File: config.mk
export PLATFORM = sky130hd
export DESIGN_NAME = fht_job_sched
export DESIGN_NICKNAME = d
export VERILOG_FILES = /design/src/rtl/fht_job_sched_pkg.sv /design/src/rtl/fht_job_sched_rd_pipe.sv /design/src/rtl/fht_job_sched.sv
export SDC_FILE = /design/constraint.sdc
export NUM_CORES = 1
export LEC_CHECK = 0
export CELL_PAD_IN_SITES_DETAIL_PLACEMENT = 1
export CELL_PAD_IN_SITES_GLOBAL_PLACEMENT = 2
export CORE_ASPECT_RATIO = 0.9
export CORE_MARGIN = 2
export CORE_UTILIZATION = 33
export DETAILED_ROUTE_END_ITERATION = 12
export PLACE_DENSITY_LB_ADDON = 0.15
export RECOVER_POWER = 25
export SLEW_MARGIN = 30
export SYNTH_ARGS = -nofsm -noshare
export SYNTH_HDL_FRONTEND = slang
export SYNTH_SLANG_ARGS = --single-unit
File: constraint.sdc
create_clock -name iCLK -period 3.05 [get_ports iCLK]
set_input_delay 0.915 -clock iCLK [delete_from_list [all_inputs] [get_ports iCLK]]
set_output_delay 0.915 -clock iCLK [all_outputs]
set_load 0.05 [all_outputs]
File: src/rtl/fht_job_sched_pkg.sv
// Shared definitions for the FHT job scheduler: state encodings, bank-mux
// owner codes and the frame-length helper.
package fht_defines;

  typedef enum logic [2:0] {
    ST_IDLE   = 3'd0,
    ST_LOAD   = 3'd1,
    ST_START  = 3'd2,
    ST_RUN    = 3'd3,
    ST_UNLOAD = 3'd4,
    ST_DRAIN  = 3'd5
  } fht_state_t;

  localparam logic [1:0] OWNER_LOADER   = 2'd0;
  localparam logic [1:0] OWNER_CORE     = 2'd1;
  localparam logic [1:0] OWNER_UNLOADER = 2'd2;
  localparam logic [1:0] OWNER_NONE     = 2'd3;

  localparam int A_BIT_DEFAULT = 8;

  // Four banks of 2^a_bit words each make up one frame.
  function automatic int frame_len(input int a_bit);
    return 4 << a_bit;
  endfunction

  localparam int N = frame_len(A_BIT_DEFAULT);

endpackage

File: src/rtl/fht_job_sched_rd_pipe.sv
// Unloader read pipeline: issues RAM reads under sink backpressure and tracks
// the one-deep output register in the RAM.
module fht_rd_pipe (
  input  logic iCLK,
  input  logic iRESET,
  input  logic unload,
  input  logic drain,
  input  logic iOUT_READY,
  output logic oRD_EN,
  output logic oOUT_VALID,
  output logic oOUT_LAST
);

  logic vld_p1;

  // A read may only be issued when the RAM output register is empty or being consumed.
  assign oRD_EN = unload & (~vld_p1 | iOUT_READY);

  // Stage p1: RAM output register holds valid data
  always_ff @(posedge iCLK or negedge iRESET) begin
    if (!iRESET) begin
      vld_p1 <= 1'b0;
    end else if (oRD_EN) begin
      vld_p1 <= 1'b1;
    end else if (iOUT_READY) begin
      vld_p1 <= 1'b0;
    end
  end

  assign oOUT_VALID = vld_p1;
  assign oOUT_LAST  = drain & vld_p1;

endmodule

File: src/rtl/fht_job_sched.sv
// Frame scheduler for the FHT core: loads one frame into the banks, starts the
// transform, waits for completion under a watchdog, then streams the result out.
module fht_job_sched
  import fht_defines::*;
#(
  parameter int A_BIT   = 8,
  parameter int TIMEOUT = 4096 * A_BIT
) (
  input  logic             iCLK,
  input  logic             iRESET,
  input  logic             iIN_VALID,
  output logic             oIN_READY,
  output logic             oIN_WE,
  output logic [1:0]       oIN_BANK,
  output logic [A_BIT-1:0] oIN_ADDR,
  output logic             oFHT_START,
  input  logic             iFHT_RDY,
  input  logic             iSOURCE_DATA,
  output logic [1:0]       oOWNER,
  output logic             oRD_EN,
  output logic             oRD_SET,
  output logic [1:0]       oRD_BANK,
  output logic [A_BIT-1:0] oRD_ADDR,
  output logic             oOUT_VALID,
  input  logic             iOUT_READY,
  output logic             oOUT_LAST,
  output logic             oBUSY,
  output logic             oERR,
  input  logic             iCLR_ERR
);

  localparam int FRAME_N = frame_len(A_BIT);
  localparam int IW      = A_BIT + 2;
  localparam int WW      = $clog2(TIMEOUT + 1);

  localparam logic [IW-1:0] N_LAST = IW'(FRAME_N - 1);
  localparam logic [WW-1:0] WD_MAX = WW'(TIMEOUT);
  localparam logic [WW-1:0] WD_EXP = WW'(TIMEOUT - 1);

  fht_state_t    state;
  logic [IW-1:0] n;
  logic [IW-1:0] m;
  logic [WW-1:0] wdog;
  logic          rdy_d;
  logic          rdy_rise;
  logic          unload;
  logic          drain;

  assign oIN_WE   = iIN_VALID & oIN_READY;
  assign oIN_BANK = n[1:0];
  assign oIN_ADDR = n[IW-1:2];
  assign oRD_BANK = m[1:0];
  assign oRD_ADDR = m[IW-1:2];

  assign unload   = (state == ST_UNLOAD);
  assign drain    = (state == ST_DRAIN);
  // The watchdog is zero only in the first RUN cycle, so this masks rises one cycle after START.
  assign rdy_rise = iFHT_RDY & ~rdy_d & (wdog != '0);

  always_ff @(posedge iCLK or negedge iRESET) begin
    if (!iRESET) begin
      state      <= ST_IDLE;
      n          <= '0;
      m          <= '0;
      wdog       <= '0;
      rdy_d      <= 1'b0;
      oIN_READY  <= 1'b0;
      oFHT_START <= 1'b0;
      oOWNER     <= OWNER_NONE;
      oBUSY      <= 1'b0;
      oERR       <= 1'b0;
      oRD_SET    <= 1'b0;
    end else begin
      rdy_d <= iFHT_RDY;
      if (iCLR_ERR) oERR <= 1'b0;

      case (state)
        ST_IDLE: begin
          if (iIN_VALID) begin
            state     <= ST_LOAD;
            oIN_READY <= 1'b1;
            oOWNER    <= OWNER_LOADER;
            oBUSY     <= 1'b1;
          end
        end

        ST_LOAD: begin
          if (oIN_WE) begin
            n <= n + 1'b1;
            if (n == N_LAST) begin
              state      <= ST_START;
              oIN_READY  <= 1'b0;
              oFHT_START <= 1'b1;
              oOWNER     <= OWNER_CORE;
            end
          end
        end

        ST_START: begin
          state      <= ST_RUN;
          oFHT_START <= 1'b0;
          wdog       <= '0;
        end

        ST_RUN: begin
          if (rdy_rise) begin
            state   <= ST_UNLOAD;
            oRD_SET <= ~iSOURCE_DATA;
            oOWNER  <= OWNER_UNLOADER;
          end else if (wdog == WD_EXP) begin
            // Timeout set is assigned after the clear above, so it wins.
            state  <= ST_IDLE;
            wdog   <= WD_MAX;
            oERR   <= 1'b1;
            oOWNER <= OWNER_NONE;
            oBUSY  <= 1'b0;
          end else begin
            wdog <= wdog + 1'b1;
          end
        end

        ST_UNLOAD: begin
          if (oRD_EN) begin
            m <= m + 1'b1;
            if (m == N_LAST) state <= ST_DRAIN;
          end
        end

        ST_DRAIN: begin
          if (oOUT_VALID && iOUT_READY) begin
            state  <= ST_IDLE;
            oOWNER <= OWNER_NONE;
            oBUSY  <= 1'b0;
          end
        end

        default: begin
          state      <= ST_IDLE;
          oIN_READY  <= 1'b0;
          oFHT_START <= 1'b0;
          oOWNER     <= OWNER_NONE;
          oBUSY      <= 1'b0;
        end
      endcase
    end
  end

  fht_rd_pipe u_rd_pipe (
    .iCLK       (iCLK),
    .iRESET     (iRESET),
    .unload     (unload),
    .drain      (drain),
    .iOUT_READY (iOUT_READY),
    .oRD_EN     (oRD_EN),
    .oOUT_VALID (oOUT_VALID),
    .oOUT_LAST  (oOUT_LAST)
  );

endmodule

After elaboration in Yosys (flattened, before gate mapping)
Cells that the tools add are included.
Cells by class
  add/sub/neg operators: 3
  eq/ne operators: 17
  multiplexer cells: 36
  bitwise operators: 13
  reduce and logical (&&, ||, !) cells: 18
Operators with widths (count)
  $mux W16: 2
  $pmux W16 S2: 1
  $mux W3: 8
  $add A10 B1 Y10 const B: 2
  $eq A10 B10 Y1 const B: 2
  $pmux W3 S6: 1
  $add A16 B1 Y16 const B: 1
  $eq A16 B15 Y1 const B: 1
  $ne A2 B2 Y1 const B: 8
  $reduce_bool A16 Y1: 1
  $mux W1: 14
  $mux W2: 6
  $pmux W2 S5: 1
  $reduce_and A2 Y1: 4
  $reduce_or A4 Y1: 2
  $not A1 Y1: 7
  $reduce_and A7 Y1: 1
  $eq A3 B2 Y1 const B: 2
  $eq A3 B3 Y1 const B: 2
  $reduce_and A6 Y1: 1
  $and A1 B1 Y1: 5
  $reduce_and A5 Y1: 1
  $pmux W1 S4: 1
  $reduce_and A4 Y1: 1
  11 further kinds: 12
Word-level totals
  flip-flop bits (word level): 48
  output and inout port bits: 31
  word-level logic and storage cells: 99

Depth between registers and ports, before layout
Gate-level depths: netlist of run 1.
  word-level depth: 5
  gate-level depth with buffers: 8

Modules after synthesis
Synthesis of run 1 repeated with hierarchy kept, for this count alone.
Second synthesis, totals
  cells, all modules: 267
  area, all modules: 2622.5 um^2
By module, submodules not included
  fht_job_sched: times used 1, cells an instance 262, area an instance 2572.5 um^2
  fht_rd_pipe: times used 1, cells an instance 5, area an instance 50.0 um^2

Worst setup path before layout of run 1
OpenSTA, ideal clock, no wires.
  kind: in2out
  start point: input port iOUT_READY
  end point: output port oRD_EN
  arrival: 1.803 ns
  data required time: 2.135 ns
  slack: 0.332 ns
  cell stages on the path: 2
  cell sequence: nor2b_1 nor2_1
On the way
  cells in the longest elaborated chain, start to end: 2
RTL lines
  from (decl): line fht_job_sched.sv:25  | input logic iOUT_READY,
  $or A1 B1 Y1: line fht_job_sched_rd_pipe.sv:17  | assign oRD_EN = unload & (~vld_p1 | iOUT_READY);
  $and A1 B1 Y1: line fht_job_sched_rd_pipe.sv:17
  to (decl): line fht_job_sched.sv:20  | output logic oRD_EN,
No other way between the ends.

Worst setup path in the final report of run 1
Ends and elaborated chain as after synthesis.

==> insert_results.sql, run 1 <==
INSERT INTO impl_metrics (metric_group, metric, value, unit) VALUES
('die', 'placementRows', '30', ''),
('worst_hold_path', 'hold_path_class', 'reg2reg', ''),
('synthesis', 'synth_top_cells_by_area', 'sky130_fd_sc_hd__dfrtp_1, sky130_fd_sc_hd__nand2_1, sky130_fd_sc_hd__xnor2_1', ''),
('sta', 'timing_max_transition_violations_final', '0', ''),
('grt', 'number_of_antenna_violations_at_the_first_check_in_global_routing', '0', ''),
('synthesis', 'synth_edf_count', '0', ''),
('clock_network', 'clk_root_buffer_cell', 'sky130_fd_sc_hd__clkbuf_8', ''),
('synthesis', 'post-synth-top-area-fraction', '0.460', ''),
('clock_network', 'clock_path_buffers', '2', ''),
('clock_network', 'clock_latency_reported_for_the_late_side_of_the_worst_skew_pair', '0.31', 'ns'),
('drt', 'post_drt_wl_per_cell', '16.4', 'µm'),
('synthesis', 'synth.cells.most_frequent', 'sky130_fd_sc_hd__dfrtp_1, sky130_fd_sc_hd__nand2_1, sky130_fd_sc_hd__nand3_1', ''),
('layout', 'seqCellArea', '1200', 'µm²'),
('setup_path', 'r2r_cells', '8', ''),
('setup_path', 'cp_data_required_time', '2.13', 'ns'),
('setup_path', 'critical-path-max-stage-delay', '0.45', 'ns'),
('sta', 'finalHoldViolCount', '0', ''),
('setup_path', 'timing.critical_path.arrival', '2.01', 'ns'),
('layout', 'fillers', '849', ''),
('synthesis', 'most_area_hungry_cell_type_in_the_yosys_netlist', 'sky130_fd_sc_hd__dfrtp_1', ''),
('place', 'finalWeightedCongestion', '0.803', ''),
('clock_network', 'clk_pin_slew', '0.08', 'ns'),
('setup_path', 'cpMaxStageDelayCell', 'sky130_fd_sc_hd__clkdlybuf4s50_1', ''),
('setup_path', 'crit_path_cell_trace', 'clkdlybuf4s50_1, nor2b_1, nor2_1, buf_12', ''),
('place', 'hpwlAfterDp', '4840', 'µm'),
('synthesis', 'postSynth.topFlopCell', 'sky130_fd_sc_hd__dfrtp_1', ''),
('clock_network', 'tritoncts.num_buffers', '5', ''),
('grt', 'number_of_global_route_vias_before_repair', '2138', ''),
('grt', 'grt_max_degree', '49', ''),
('clock_network', 'ctsHtreeMaxLevel', '2', ''),
('die', 'die_area', '8300', 'µm²'),
('setup_path', 'critical_path.max_fanout', '6', ''),
('synthesis', 'synth_seq_cells', '48', ''),
('synthesis', 'yosys_warn_count', '0', ''),
('drt', 'firstDrtPassIters', '4', ''),
('drt', 'drt_iter0_markers', '68', ''),
('sta', 'slew-limit-headroom', '0.175', ''),
('drt', 'drt_drc_violations_left', '0', ''),
('layout', 'multi_input_comb_area', '1240', 'µm²'),
('layout', 'diodes', '0', ''),
('clock_network', 'post_cts_resized', '0', ''),
('synthesis', 'synth.cell_area', '2500', 'µm²'),
('layout', 'finalCoreUtilization', '0.421', ''),
('clock_network', 'clock_sink_count', '48', ''),
('layout', 'drive_gt1_frac', '0.0865', ''),
('die', 'core_region_area', '7430', 'µm²'),
('grt', 'grt_overflow', '0', ''),
('sta', 'timing.clock.skew', '0.00893', 'ns'),
('drt', 'post_drt_via_cell_ratio', '5.29', ''),
('sta', 'achievable-frequency', '342', 'MHz'),
('clock_network', 'cts_tree', 'done', ''),
('drt', 'dr_total_vias', '2160', ''),
('setup_path', 'timing.critical_path.buf_inv', '2', ''),
('setup_path', 'critical-path-top-delay-family', 'buffers and inverters', ''),
('sta', 'setup_viol', '0', ''),
('power', 'max-vdd-ir-drop', '0.473', 'mV'),
('sta', 'worst_pin_slew', '1.24', 'ns'),
('power', 'leakage', '1.29', 'nW'),
('sta', 'rsz_0062_raised_after_global_routing', 'false', ''),
('sta', 'min_period_over_period', '0.957', ''),
('die', 'die_width', '95.8', 'µm'),
('setup_path', 'crit_path_launch_type', 'primary input', ''),
('status', 'run_status', 'finished, final reports clean', ''),
('place', 'placed_cells', '400', ''),
('synthesis', 'synth_area_per_cell', '9.49', 'µm²'),
('layout', 'final_cell_count_no_fill', '408', ''),
('synthesis', 'synth_cell_type_count', '47', ''),
('synthesis', 'synth_sequential_area_ratio', '0.481', ''),
('setup_path', 'timing_worst_setup_path_type', 'in2out', ''),
('setup_path', 'crit_cells', '4', ''),
('worst_hold_path', 'worstHoldPathCells', '2', '');
flip-flops by register name, summed over array words and instances, names as in the netlist:
signal                flops
n                        10
oFHT_START                1
oBUSY                     1
rdy_d                     1
wdog                     16
state                     3
oRD_SET                   1
oOWNER                    2
oIN_READY                 1
oERR                      1
u_rd_pipe.oOUT_VALID      1
m                        10
per-layer routing:
metal / vias up / routed length [µm] / GRT usage
li1: 1044 / - / -
met1: 1058 / 3480 / 0.268
met2: 49 / 2820 / 0.244
met3: 9 / 303 / 0.0339
met4: 0 / 77 / 0.0506
met5: - / 0 / 0
final timing paths:
kind                                                to  slack (ns)             startpoint
worst max-delay path                            oRD_EN        0.13             iOUT_READY
worst min-delay path             oOWNER[1]$_DFFE_PN1P_        0.48  oOWNER[1]$_DFFE_PN1P_
worst max register to register     wdog[3]$_DFFE_PN0P_        0.48    wdog[0]$_DFFE_PN0P_
worst min register to register   oOWNER[1]$_DFFE_PN1P_        0.48  oOWNER[1]$_DFFE_PN1P_
max in group asynchronous       oFHT_START$_DFFE_PN0P_        1.35                 iRESET
min in group asynchronous          wdog[9]$_DFFE_PN0P_        0.94                 iRESET
worst reg2reg max path, cell delays in order (launching register included):
cell and delay [ns]:
sky130_fd_sc_hd__dfrtp_1 0.44, sky130_fd_sc_hd__inv_1 0.08, sky130_fd_sc_hd__ha_1 0.14, sky130_fd_sc_hd__or4b_1 0.50
sky130_fd_sc_hd__o41ai_1 0.62, sky130_fd_sc_hd__a21oi_1 0.14, sky130_fd_sc_hd__buf_4 0.21, sky130_fd_sc_hd__a21o_1 0.17
sky130_fd_sc_hd__a22o_1 0.17
per-stage QoR:
stage	setup slack (ns)	total power, mW	area (µm²)	hold WS (ns)
finish	0.130	2.69	3130	0.476
global route	0.0454	2.90	3130	0.495
CTS	0.127	2.72	3130	0.477
detailed placement	0.135	2.33	3050	0.460
global placement	0.173	2.32	3050	0.464
floorplan	0.332	1.83	2500	0.469
placed cells by master (no fill, tap or decap), types with 2 or more instances in the layout:
master / n
sky130_fd_sc_hd__a211oi_1: 4
sky130_fd_sc_hd__or2_2: 2
sky130_fd_sc_hd__nor2b_1: 3
sky130_fd_sc_hd__inv_1: 10
sky130_fd_sc_hd__or4_1: 3
sky130_fd_sc_hd__clkbuf_8: 5
sky130_fd_sc_hd__nand3b_1: 2
sky130_fd_sc_hd__nor2_1: 11
sky130_fd_sc_hd__o211ai_1: 2
sky130_fd_sc_hd__or3_1: 4
sky130_fd_sc_hd__nand2b_1: 6
sky130_fd_sc_hd__nor3_1: 15
sky130_fd_sc_hd__ha_1: 5
sky130_fd_sc_hd__buf_4: 9
sky130_fd_sc_hd__dfstp_2: 2
sky130_fd_sc_hd__xnor2_1: 12
sky130_fd_sc_hd__a21o_1: 2
sky130_fd_sc_hd__and2_1: 4
sky130_fd_sc_hd__nand2_1: 35
sky130_fd_sc_hd__clkbuf_1: 2
sky130_fd_sc_hd__and3_1: 3
sky130_fd_sc_hd__a22o_1: 2
sky130_fd_sc_hd__clkdlybuf4s50_1: 32
sky130_fd_sc_hd__buf_12: 2
sky130_fd_sc_hd__mux2i_1: 2
sky130_fd_sc_hd__a21oi_1: 10
sky130_fd_sc_hd__o31ai_1: 4
sky130_fd_sc_hd__and4_1: 3
sky130_fd_sc_hd__nand3_1: 17
sky130_fd_sc_hd__dfrtp_1: 46
sky130_fd_sc_hd__nand4_1: 6
sky130_fd_sc_hd__o21ai_0: 15
sky130_fd_sc_hd__xor2_1: 7
sky130_fd_sc_hd__nor4_1: 5
cells by family (layout without fill, tap and decap cells):
group,after synthesis,in the layout,synth area share
buffers and inverters,16,64,0.0245
AO/OA/AOI/OAI,50,50,0.136
multiplexers,3,3,0.0125
XOR/XNOR,19,19,0.0664
AND/OR/NAND/NOR,123,123,0.255
adder cells (fa/ha/maj),5,5,0.0250
flip-flops,48,48,0.481
power breakdown:
part	internal, mW	switching, mW	leakage, nW	total (mW)
combinational	0.497	0.882	0.622	1.38
sequential	0.779	0.151	0.624	0.930
clock	0.161	0.216	0.0422	0.377
total	1.44	1.25	1.29	2.69
final cells by class:
| class | instances | area share |
|---|---|---|
| repair buffers | 46 | 0.143 |
| flip-flops and latches | 48 | 0.384 |
| multi-input cells | 200 | 0.396 |
| clock inverters | 1 | 0.00160 |
| clock buffers | 7 | 0.0244 |
| well taps | 96 | 0.0384 |
| inverters | 10 | 0.0120 |
Power figures use the tool's default switching activity.
==> run 2, diff against run 1 <==
- CORE_ASPECT_RATIO: 0.9 -> not set
- SETUP_SLACK_MARGIN: not set -> 0.1
==> run 2 against run 1 <==
Against the previous run:
- sequential power decreased by 1%
- sequential share of layout area decreased by 0.092 points
- register-to-register slack got worse by 0.03 ns
- routed wire length increased by 0.25%
- global-route usage decreased by 0.060 points
- maximum frequency increased by 3.2%
- sequential cell count unchanged
- critical endpoint unchanged
==> insert_results.sql, run 2 (same netlist as run 1, synthesis figures left out) <==
INSERT INTO impl_metrics (metric_group, metric, value, unit) VALUES
('grt', 'grt_overflow', '0', ''),
('layout', 'diodes', '0', ''),
('sta', 'timing_max_transition_violations_final', '0', ''),
('place', 'finalWeightedCongestion', '0.741', ''),
('die', 'placementRows', '31', ''),
('sta', 'setup_viol', '0', ''),
('status', 'run_status', 'finished, final reports clean', ''),
('layout', 'max_flop_register', 'wdog', ''),
('die', 'die_area', '8300', 'µm²'),
('layout', 'fin_nets', '324', ''),
('sta', 'slew-limit-headroom', '0.0271', ''),
('place', 'post-place-ws', '0.154', 'ns'),
('setup_path', 'critical_path.max_fanout', '6', ''),
('clock_network', 'cts_setup_buffers', '0', ''),
('power', 'power_switching', '1.24', 'mW'),
('power', 'ratio_of_total_power_to_cell_area', '854', 'nW/µm²'),
('worst_hold_path', 'hold_path_class', 'reg2reg', ''),
('clock_network', 'cts_tree', 'done', ''),
('power', 'leakage', '1.28', 'nW'),
('drt', 'drt_iter0_markers', '63', ''),
('sta', 'rsz_0062_raised_after_global_routing', 'false', ''),
('sta', 'timing.clock.skew', '0.00432', 'ns'),
('grt', 'number_of_antenna_violations_at_the_first_check_in_global_routing', '0', ''),
('die', 'io_pins', '38', ''),
('setup_path', 'cp_data_required_time', '2.13', 'ns'),
('layout', 'postLayoutCellArea', '3140', 'µm²'),
('place', 'placed_standard_cell_area', '3060', 'µm²'),
('power', 'intPower', '1.44', 'mW'),
('sta', 'finalHoldViolCount', '0', ''),
('power', 'clock_power_share', '0.140', ''),
('power', 'comb_power_share', '0.516', ''),
('drt', 'post_drt_wl_per_cell', '16.3', 'µm'),
('clock_network', 'clock_path_buffers', '2', ''),
('power', 'swShare', '0.464', ''),
('drt', 'post_drt_via_cell_ratio', '5.16', ''),
('grt', 'groute.usage.overall', '0.173', ''),
('clock_network', 'clk_root_buffer_cell', 'sky130_fd_sc_hd__clkbuf_8', ''),
('layout', 'drive_gt1_frac', '0.0831', ''),
('drt', 'drt_drc_violations_left', '0', ''),
('grt', 'grt_max_degree', '28', ''),
('clock_network', 'clk_pin_slew', '0.09', 'ns'),
('drt', 'dr_total_vias', '2125', ''),
('place', 'hpwlAfterDp', '4980', 'µm'),
('clock_network', 'clock_sink_count', '48', ''),
('layout', 'area_growth_syn_to_layout', '25.3', '%'),
('setup_path', 'timing_worst_setup_path_type', 'in2out', ''),
('grt', 'grt_pass1_wl', '11500', 'µm'),
('sta', 'min_period_over_period', '0.928', ''),
('sta', 'worst_pin_slew', '1.46', 'ns'),
('setup_path', 'timing.critical_path.arrival', '1.91', 'ns'),
('power', 'power.total', '2.68', 'mW'),
('die', 'die_width', '91.1', 'µm'),
('setup_path', 'crit_path_launch_type', 'primary input', ''),
('clock_network', 'ctsHtreeMaxLevel', '2', ''),
('setup_path', 'critPathCaptureType', 'output port', ''),
('sta', 'total_negative_slack', '0', 'ns'),
('clock_network', 'clock_latency_reported_for_the_late_side_of_the_worst_skew_pair', '0.30', 'ns'),
('power', 'power.share.sequential', '0.344', ''),
('power', 'max-vdd-ir-drop', '0.420', 'mV'),
('place', 'buffer_ports.inserted', '37', ''),
('die', 'core_region_area', '7290', 'µm²'),
('sta', 'final.min_clock_period', '2.83', 'ns'),
('layout', 'largest_register_ff_count', '16', ''),
('die', 'initial_utilization', '0.344', ''),
('run', 'cap_viol_max_count', '0', ''),
('die', 'floorplan.die.height', '91.1', 'µm'),
('clock_network', 'cts-hold-fix-buffers', '0', ''),
('layout', 'commonest_non_fill_non_tap_cells_in_the_layout', 'sky130_fd_sc_hd__dfrtp_1, sky130_fd_sc_hd__nand2_1, sky130_fd_sc_hd__clkdlybuf4s50_1, sky130_fd_sc_hd__nand3_1', ''),
('layout', 'layout_commonest_cell', 'sky130_fd_sc_hd__dfrtp_1', ''),
('drt', 'detail_route.wirelength', '6700', 'µm'),
('drt', 'firstDrtPassIters', '4', ''),
('clock_network', 'tritoncts.num_buffers', '5', ''),
('drt', 'antenna_left', '0', ''),
('sta', 'setup_slack', '0.220', 'ns'),
('setup_path', 'worst-r2r-setup-slack', '0.45', 'ns'),
('grt', 'number_of_global_route_vias_before_repair', '2239', ''),
('layout', 'layout_top_registers', 'wdog x16, m x10, n x10', ''),
('sta', 'achievable-frequency', '353', 'MHz');
## run 2: metal layers
layer  vias to the layer above  GRT usage  part of all wire  routed length [µm]
met5                         -          0                 0                   0
met4                         0     0.0505             0.010                  70
met2                        44      0.272              0.46                3110
li1                       1044          -                 -                   -
met1                      1030      0.239              0.48                3210
met3                         7     0.0382             0.045                 304
## run 2: cell type report
cell class                      count  area [µm²]
Sequential cell                    48        1200
Multi-Input combinational cell    200        1240
Tap cell                           99         124
Fill cell                         870        4150
Clock inverter                      1        5.00
Clock buffer                        7        76.3
Inverter                           10        37.5
Timing Repair Buffer               47         449
## run 2: path summary, 6_finish.rpt
kind                                             from                    end  cells after the start
worst max-delay path                       iOUT_READY                 oRD_EN                      4
worst min register to register  oOWNER[1]$_DFFE_PN1P_  oOWNER[1]$_DFFE_PN1P_                      2
max in group asynchronous                      iRESET   wdog[12]$_DFFE_PN0P_                      2
min in group asynchronous                      iRESET    wdog[4]$_DFFE_PN0P_                      2
worst min-delay path            oOWNER[1]$_DFFE_PN1P_  oOWNER[1]$_DFFE_PN1P_                      2
worst max register to register    wdog[0]$_DFFE_PN0P_    wdog[5]$_DFFE_PN0P_                      8
## run 2: power groups by stage
stage	logic [mW]	clock network (mW)	registers (mW)
final	1.38	0.376	0.921
after global routing	1.51	0.422	0.953
after CTS	1.40	0.398	0.925
after detailed placement	1.40	0	0.936
after global placement	1.39	0	0.932
after floorplan	0.644	0	1.18
## run 2: through the flow
step	std cells	utilization	hold WS (ns)
2_1_floorplan	264	-	0.469
3_3_place_gp	404	0.420	0.461
3_5_place_dp	404	0.420	0.465
4_1_cts	412	0.431	0.479
5_1_grt	412	0.430	0.498
6_report	412	0.430	0.471
## run 2: critical path, cell delays in order
cell                              delay, ns
sky130_fd_sc_hd__clkdlybuf4s50_1       0.51
sky130_fd_sc_hd__nor2b_2               0.08
sky130_fd_sc_hd__nor2_1                0.23
sky130_fd_sc_hd__buf_12                0.18
## run 2: timing repair
action                                  in CTS  in global routing
hold endpoints to repair                     0                  0
gates resized for setup                      0                  1
endpoints found under the setup margin       0                  1
